--- src/rtl/uart_tx_fifo.sv ---
// uart_tx_fifo: parametrised UART transmitter with a small write FIFO, frames sent back-to-back
module uart_tx_fifo #(
  parameter int CLK_FREQUENCY = 100_000_000,
  parameter int BAUD_RATE     = 19_200,
  parameter int DATA_BITS     = 8,
  parameter int PARITY_MODE   = 1,
  parameter int STOP_BITS     = 1,
  parameter int FIFO_DEPTH    = 4
) (
  input  logic                          clk,
  input  logic                          rst,
  input  logic [DATA_BITS-1:0]          din,
  input  logic                          wr,
  output logic                          full,
  output logic [$clog2(FIFO_DEPTH):0]   count,
  output logic                          overflow,
  output logic                          tx_out,
  output logic                          busy
);
  localparam int BAUD_CLOCKS = CLK_FREQUENCY / BAUD_RATE;
  localparam int AW = $clog2(FIFO_DEPTH);
  localparam int BW = $clog2(BAUD_CLOCKS + 1);

  if (DATA_BITS < 5 || DATA_BITS > 9 || PARITY_MODE < 0 || PARITY_MODE > 2 ||
      STOP_BITS < 1 || STOP_BITS > 2 || FIFO_DEPTH < 2 ||
      (FIFO_DEPTH & (FIFO_DEPTH - 1)) != 0 || BAUD_CLOCKS < 1) begin : g_bad_param
    $fatal(1, "uart_tx_fifo: illegal parameter value");
  end

  typedef enum logic [2:0] {IDLE, START, DATA, PARITY, STOP} state_t;

  state_t                r_state, w_state;
  logic [BW-1:0]         r_baud, w_baud;
  logic [3:0]            r_bit, w_bit;
  logic                  r_stop, w_stop;
  logic [DATA_BITS-1:0]  r_shift, w_shift;
  logic [DATA_BITS-1:0]  r_mem [FIFO_DEPTH];
  logic                  r_par, w_par;
  logic [AW-1:0]         r_wp, r_rp;
  logic [AW:0]           r_cnt;
  logic                  r_tx, r_ovf;
  logic                  w_push, w_pop, w_bit_end, w_tx;

  assign full      = r_cnt == (AW+1)'(FIFO_DEPTH);
  assign count     = r_cnt;
  assign busy      = r_state != IDLE || r_cnt != '0;
  assign tx_out    = r_tx;
  assign overflow  = r_ovf;
  assign w_push    = wr & ~full;
  assign w_bit_end = r_baud == BW'(BAUD_CLOCKS - 1);

  always_comb begin
    w_state = r_state;
    w_baud  = (r_state == IDLE || w_bit_end) ? '0 : r_baud + BW'(1);
    w_bit   = r_bit;
    w_stop  = r_stop;
    w_shift = r_shift;
    w_par   = r_par;
    w_pop   = 1'b0;
    case (r_state)
      IDLE:   w_pop = r_cnt != '0;
      START:  if (w_bit_end) begin
        w_state = DATA;
        w_bit   = '0;
      end
      DATA:   if (w_bit_end) begin
        w_shift = r_shift >> 1;
        w_bit   = r_bit + 4'd1;
        w_stop  = 1'b0;
        if (r_bit == 4'(DATA_BITS - 1)) w_state = PARITY_MODE != 0 ? PARITY : STOP;
      end
      PARITY: if (w_bit_end) begin
        w_state = STOP;
        w_stop  = 1'b0;
      end
      STOP:   if (w_bit_end) begin
        w_stop = 1'b1;
        if (r_stop == 1'(STOP_BITS - 1)) begin
          w_state = IDLE;
          w_pop   = r_cnt != '0;
        end
      end
      default: w_state = IDLE;
    endcase
    // a pop always starts a new frame on the same edge, from IDLE or the last stop bit
    if (w_pop) begin
      w_state = START;
      w_shift = r_mem[r_rp];
      w_par   = (^r_mem[r_rp]) ^ (PARITY_MODE == 1);
    end
    w_tx = w_state == START ? 1'b0 : w_state == DATA ? w_shift[0] : w_state == PARITY ? w_par : 1'b1;
  end

  always_ff @(posedge clk or posedge rst) begin
    if (rst) begin
      r_state <= IDLE;
      r_baud  <= '0;
      r_bit   <= '0;
      r_stop  <= 1'b0;
      r_shift <= '0;
      r_par   <= 1'b0;
      r_wp    <= '0;
      r_rp    <= '0;
      r_cnt   <= '0;
      r_tx    <= 1'b1;
      r_ovf   <= 1'b0;
    end else begin
      r_state <= w_state;
      r_baud  <= w_baud;
      r_bit   <= w_bit;
      r_stop  <= w_stop;
      r_shift <= w_shift;
      r_par   <= w_par;
      r_wp    <= r_wp + AW'(w_push);
      r_rp    <= r_rp + AW'(w_pop);
      r_cnt   <= r_cnt + (AW+1)'(w_push) - (AW+1)'(w_pop);
      r_tx    <= w_tx;
      r_ovf   <= wr & full;
    end
  end

  always_ff @(posedge clk) begin
    if (w_push) r_mem[r_wp] <= din;
  end
endmodule

--- config.mk ---
export PLATFORM = sky130hd
export DESIGN_NAME = uart_tx_fifo
export DESIGN_NICKNAME = d
export VERILOG_FILES = /design/src/rtl/uart_tx_fifo.sv
export SDC_FILE = /design/constraint.sdc
export NUM_CORES = 1
export LEC_CHECK = 0
export CORE_ASPECT_RATIO = 1.5
export CORE_MARGIN = 10
export CORE_UTILIZATION = 45
export CTS_CLUSTER_DIAMETER = 40
export DETAILED_ROUTE_END_ITERATION = 16
export MAX_ROUTING_LAYER = met4
export SLEW_MARGIN = 20
export SYNTH_ARGS = -nofsm -noshare
export SYNTH_HDL_FRONTEND = slang
export SYNTH_SLANG_ARGS = --single-unit
--- constraint.sdc ---
create_clock -name clk -period 4.1 [get_ports clk]
set_input_delay 1.025 -clock clk [delete_from_list [all_inputs] [get_ports clk]]
set_output_delay 1.025 -clock clk [all_outputs]
set_load 0.01 [all_outputs]
==> results by group, run 1 <==
Status
  – Status: finished, final reports clean

GRT
  – GRT Resource Usage Total: 0.116
  – GR Overflow Total: 0
  – First-pass GRT wire length: 9.55 mm
  – Pin count of the biggest net entering global routing: 40
  – Initial antenna violation count: 0
  – Number of global-route vias before repair: 1,919

Drt
  – Vias/cell: 5.44
  – Via count: just under 2k
  – Final wirelength: 5.43 mm
  – Remaining DRCs: 0
  – Pre-antenna DRT Iters: 4
  – Initial drt markers: 98
  – WL/cell: 15.1 um
  – Post-DRT Antenna Nets: 0

Hold path
  – HP Class: reg2reg

Placement
  – Hpwl dp: 3.78 mm
  – Post-place instance area: 3470 sq um
  – PortBufs: 17
  – Routability cong.: 0.813

STA
  – Fmax: between 300 and 400 MHz
  – Final period util: 0.725
  – Fin Setup TNS: 0 ps
  – Slew @ Worst Pin: 915 ps
  – Slew Limit Fails: 0
  – Max-Slew Margin vs Limit: 0.386
  – RSZ-0062 raised after global routing: no
  – Final Hold Viols: 0
  – Min Tclk post-route: 2970 ps
  – Clk_skew: 8.69 ps
  – # setup viols final: 0

Final layout
  – Finished Core Util: 0.538
  – Diode count: 0
  – Fraction of layout cells with a size suffix above 1: 0.110
  – Final instance area: 3710 sq um
  – Area delta synth->final: 15.1%
  – Final nets: 295

Clocking
  – Post-CTS Setup Bufs: 0
  – Sink Count: between 70 and 80
  – Post-cts resize count: 0
  – Buffers from clock root to sink, at most: 2
  – Clock buffer count from CTS: 9
  – Worst-Skew Late Latency: 340 ps
  – Reg clk slew, reported paths: ~80 ps
  – CTS Hold Buffers Added: 0
  – CTS tree: built
  – Root Buffer: clkbuf_8
  – Htree depth: 3

Flow run
  – Max_cap viols: 0

Synthesis
  – Mapped Cells: 256
  – Post-synthesis sequential area ratio: 0.601
  – Cell accounting for the most synthesized area: edfxtp_1
  – Number of synthesized register bits: 71
  – Ranking of synthesized cells by area: edfxtp_1 30%, dfrtp_1 29%, mux4_2 5.6%
  – Top-area cell type share of the netlist area: 0.298
  – Syn avg cell area: 12.6 sq um
  – Yosys warns: 0
  – Top_reg_cell synth: dfrtp_1
  – Yosys cell types: just over 40
  – Net Count, Synth: about 270
  – Asr flop ratio synth: 0.549
  – Post-synth EDFFs: 32
  – Mapped cell area: 3220 sq um

Floorplan
  – CORE AREA: 6900 sq um
  – Die X: 89.1 um
  – Die span in y: 124 um
  – Rows: 37
  – Starting density of the core: 0.467
  – Total die area: 11,000 sq um
  – I/O pins: 18

Critical path
  – Endpoint class of the critical path: flip-flop
  – Critical path arrival: 3240 ps
  – Worst Path Max Fanout: 20
  – Type of origin of the critical path: flip-flop
  – Critical path class: reg2reg
  – Req. time, crit path: 4370 ps

Pwr
  – VDD IR max: approximately 420 uV
  – Lkg Pwr: 1.52 nW
  – PwrDens: about 500 nW/um^2
[logic make-up (layout without fill, tap and decap cells)]
family                   count (synthesis)  in the layout  synth area share
XOR/XNOR                                23             23            0.0625
AND/OR/NAND/NOR                         86             86             0.139
AO/OA/AOI/OAI                           29             29            0.0555
adder cells (fa/ha/maj)                  7              7            0.0295
buffers and inverters                   24             50            0.0314
flip-flops                              71             71             0.601
multiplexers                            16             16            0.0811
[sequential cells by signal (all words and copies together) (netlist names)]
signal and flops:
r_mem 32, tx_out 1, r_baud 13, r_stop 1
r_rp 2, r_state 3, r_par 1, overflow 1
count 3, r_shift 8, r_wp 2, r_bit 4
[per-layer routing]
metal | track usage | vias up | share of wire
li1 | - | 962 | -
met1 | 0.134 | 961 | 0.44
met2 | 0.184 | 26 | 0.52
met3 | 0.0333 | 9 | 0.025
met4 | 0.0509 | 0 | 0.018
met5 | - | - | 0
[cells in the mapped netlist, types with 3 or more instances]
cell type / number
a21oi_1: 9
a22oi_1: 4
and3_1: 7
buf_2: 3
clkbuf_1: 6
dfrtp_1: 38
edfxtp_1: 32
ha_1: 6
inv_1: 13
mux2i_1: 7
mux4_2: 8
nand2_1: 15
nand3_1: 7
nor2_1: 33
nor3_1: 7
o21ai_0: 8
xnor2_1: 14
xor2_1: 9
[critical path: stages (launching register included)]
cell and delay, ps:
dfrtp_1 410, ha_1 260, and4b_1 230, nand4b_1 120, a211o_1 490, inv_1 170, ha_1 310, inv_1 40
ha_1 180, fa_1 370, xnor2_1 180, xnor2_1 130
[where the power goes]
group	internal, W	switching (W)
registers	0.000844	0.0000419
clock network	0.000406	0.000260
logic	0.000138	0.000135
total	0.00139	0.000436
[worst paths after layout]
| kind | from | end | slack [ps] | cells after the start |
|---|---|---|---|---|
| hold / removal | r_baud[0] | r_baud[0] | 480 | 1 |
| min in group asynchronous | rst | r_baud[12] | 1100 | 3 |
| setup reg to reg | r_baud[0] | count[2] | 1130 | 11 |
| hold reg to reg | r_baud[0] | r_baud[0] | 480 | 1 |
| max in group asynchronous | rst | tx_out | 2630 | 3 |
| setup / recovery | r_baud[0] | count[2] | 1130 | 11 |
[cell type report]
cell class                 count  area, sq um
clock buffer                   9          124
inverter                      13         48.8
tap                           78         97.6
clock inverter                 7          119
timing repair buffer          21          200
fill                         584         3190
multi-input combinational    161         1180
sequential                    71         1940
[placed cells by master (no fill, tap or decap), drive strengths merged, types with 8 or more instances in the layout]
cell / synthesis / final
a21oi: 9 / 9
clkbuf: 6 / 9
clkdlybuf4s50: 0 / 17
dfrtp: 38 / 38
edfxtp: 32 / 32
inv: 13 / 15
mux4: 8 / 8
nand2: 15 / 15
nand3: 8 / 8
nor2: 33 / 33
o21ai: 9 / 9
xnor2: 14 / 14
xor2: 9 / 9
[through the flow]
| stage | hold WS, ps | total power [W] | setup slack (ps) | cells |
|---|---|---|---|---|
| 2_1_floorplan | 448 | 0.00106 | 1540 | 256 |
| 3_3_place_gp | 461 | 0.00118 | 1170 | 344 |
| 3_5_place_dp | 476 | 0.00118 | 1090 | 344 |
| 4_1_cts | 486 | 0.00185 | 1080 | 360 |
| 5_1_grt | 500 | 0.00192 | 828 | 360 |
| 6_report | 482 | 0.00182 | 1130 | 360 |
(Power assumes the default switching activity.)
==> inputs of run 2 (changes only) <==
--- a/config.mk
+++ b/config.mk
@@ -11,6 +11,7 @@
 export CTS_CLUSTER_DIAMETER = 40
 export DETAILED_ROUTE_END_ITERATION = 16
 export MAX_ROUTING_LAYER = met4
+export PLACE_DENSITY = 0.65
 export SLEW_MARGIN = 20
 export SYNTH_ARGS = -nofsm -noshare
 export SYNTH_HDL_FRONTEND = slang
==> constraint.sdc (replaced) <==
create_clock -name clk -period 2.6 [get_ports clk]
set_input_delay 0.65 -clock clk [delete_from_list [all_inputs] [get_ports clk]]
set_output_delay 0.65 -clock clk [all_outputs]
set_load 0.01 [all_outputs]
==> results by group, run 2 (synthesis results as in run 1) <==
Status
  – Status: finished, final reports clean

Critical path
  – Worst Path Max Fanout: 3 (-85%)
  – Req. time, crit path: 2820 ps (-1550 ps)
  – Crit Reg-Reg Endpoint: count[2]
  – Type of origin of the critical path: flip-flop
  – Critical path arrival: 2720 ps (-520 ps)
  – Endpoint class of the critical path: flip-flop
  – Worst reg2reg startpoint: r_baud[9]
  – Worst reg-to-reg path cell count: 10 (-1)
  – Critical path class: reg2reg
  – R2R setup slack: 100 ps (-1020 ps)

Pwr
  – PwrDens: 712 nW/um^2 (+45%)
  – VDD IR max: 427 uV (+1.3%)
  – Final Power: 0.00270 W (+48%)
  – Lkg Pwr: 1.58 nW (+4.0%)

Final layout
  – Commonest non-fill, non-tap cell in the layout: dfrtp_1
  – Finished Core Util: 0.549 (+0.0107)
  – Final nets: 310 (+5.1%)
  – Largest registers: r_mem (32), r_baud (13), r_shift (8)
  – Final instance area: 3790 sq um (+2.0%)
  – Diode count: 0 (unchanged)
  – Largest register by flop count: r_mem
  – Area delta synth->final: 17.4%
  – Fin cells: 375 (+4.2%)
  – Fraction of layout cells with a size suffix above 1: 0.165 (+0.0551)
  – Max reg flops: 32 (unchanged)
  – Commonest cells after routing, fill and taps aside: 38 x dfrtp_1, 33 x nor2_1, 32 x edfxtp_1, 19 x buf_4, 17 x clkdlybuf4s50_1

Drt
  – WL/cell: 15.3 um (+1.4%)
  – Via count: 1,991 (+1.7%)
  – WL met1: 2.32 mm (-2.6%)
  – Pre-antenna DRT Iters: 4 (unchanged)
  – Met3 wire len: 134 um (-1.5%)
  – Vias/cell: 5.31 (-2.4%)
  – DR top layer: met4
  – Post-DRT Antenna Nets: 0 (unchanged)
  – Final wirelength: 5.74 mm (+5.7%)
  – Routed met2 length: 3.18 mm (+13%)
  – Initial drt markers: 105 (+7.1%)
  – Remaining DRCs: 0 (unchanged)

Hold path
  – Hold Path Origin: r_par
  – HP Class: reg2reg
  – Hold EP: r_par
  – Hold Path Stages: 2 (+1)

Floorplan
  – Starting density of the core: 0.467 (unchanged)
  – CORE AREA: 6900 sq um (unchanged)
  – Total die area: 11,000 sq um (unchanged)
  – Die span in y: 124 um (unchanged)
  – Die X: 89.1 um (unchanged)
  – I/O pins: 18 (unchanged)
  – Rows: 37 (unchanged)

Flow run
  – Max_cap viols: 0 (unchanged)

STA
  – Clk_skew: 9.27 ps (+0.582 ps)
  – Slew @ Worst Pin: 523 ps (-392 ps)
  – Final Hold Viols: 0 (unchanged)
  – Max-Slew Margin vs Limit: 0.651 (+0.265)
  – # setup viols final: 0 (unchanged)
  – Final period util: 0.960 (+0.235)
  – Min Tclk post-route: 2500 ps (-476 ps)
  – Fmax: 401 MHz (+19%)
  – Fin Setup TNS: 0 ps (unchanged)
  – Slew Limit Fails: 0 (unchanged)

Placement
  – PortBufs: 17 (unchanged)
  – Hpwl dp: 4.12 mm (+9.1%)
  – Post-place instance area: 3580 sq um (+3.2%)
  – Placed cells: 359 (+4.4%)
  – Routability cong.: 0.792 (-2.6%)

GRT
  – GRT Resource Usage Total: 0.120 (+0.00416)
  – GR Overflow Total: 0 (unchanged)
  – Initial antenna violation count: 0 (unchanged)
  – Pin count of the biggest net entering global routing: 40 (unchanged)
  – First-pass GRT wire length: 9.87 mm (+3.4%)
  – Number of global-route vias before repair: 2,101 (+9.5%)

Clocking
  – Clock buffer count from CTS: 9 (unchanged)
  – Reg clk slew, reported paths: 80 ps (about the same)
  – Htree depth: 3 (unchanged)
  – CTS tree: built
  – Buffers from clock root to sink, at most: 2 (unchanged)
  – Sink Count: 71 (unchanged)
  – Root Buffer: clkbuf_8
  – Worst-Skew Late Latency: 340 ps (about the same)
==> run 2: routing by layer <==
layer / vias up / track usage
met1: 974 / 0.126
met4: 0 / 0.0709
li1: 987 / -
met5: - / -
met3: 9 / 0.0216
met2: 21 / 0.205
==> run 2: how the worst max path moves through the flow <==
stage	start	endpoint	slack, ps	cells after the start
3_5_place_dp	r_baud[9]	count[2]	120	10
5_1_grt	r_baud[0]	count[2]	-50	11
6_report	r_baud[9]	count[2]	100	10
3_3_place_gp	wr	count[2]	150	8
4_1_cts	r_baud[9]	count[2]	90	10
2_1_floorplan	r_baud[0]	count[2]	40	12
==> run 2: repair_timing <==
action	4_1_cts	5_1_grt
setup buffers	0	0
endpoints found under the setup margin	0	1
hold buffers	0	0
endpoints found under the hold margin	0	0
gates resized for setup	0	3
==> run 2: area by class of cell <==
| type | count | area (sq um) |
|---|---|---|
| Fill cell | 594 | 3110 |
| Sequential cell | 71 | 1940 |
| Multi-Input combinational cell | 161 | 1200 |
| Timing Repair Buffer | 36 | 313 |
| Clock buffer | 10 | 128 |
| Tap cell | 78 | 97.6 |
| Clock inverter | 6 | 60.1 |
| Inverter | 13 | 48.8 |
==> run 2: metrics by stage <==
| step | worst slack, ps | hold slack, ps |
|---|---|---|
| 2_1_floorplan | 39.3 | 448 |
| 3_3_place_gp | 154 | 460 |
| 3_5_place_dp | 120 | 477 |
| 4_1_cts | 92.0 | 497 |
| 5_1_grt | -50.5 | 540 |
| 6_report | 104 | 499 |
==> run 2: power by group <==
part           total [W]  switching, W  internal [W]
combinational   0.000452      0.000218      0.000234
clock           0.000841      0.000401      0.000440
sequential       0.00140     0.0000721       0.00133
total            0.00270      0.000691       0.00201
==> run 2: critical path: stages (launching register included) <==
cell and delay (ps):
dfrtp_1 420, nor4b_4 380, nand4b_1 170, a211o_1 300, inv_1 80, ha_1 130
inv_1 40, ha_1 180, fa_1 410, xnor2_2 160, xnor2_1 130
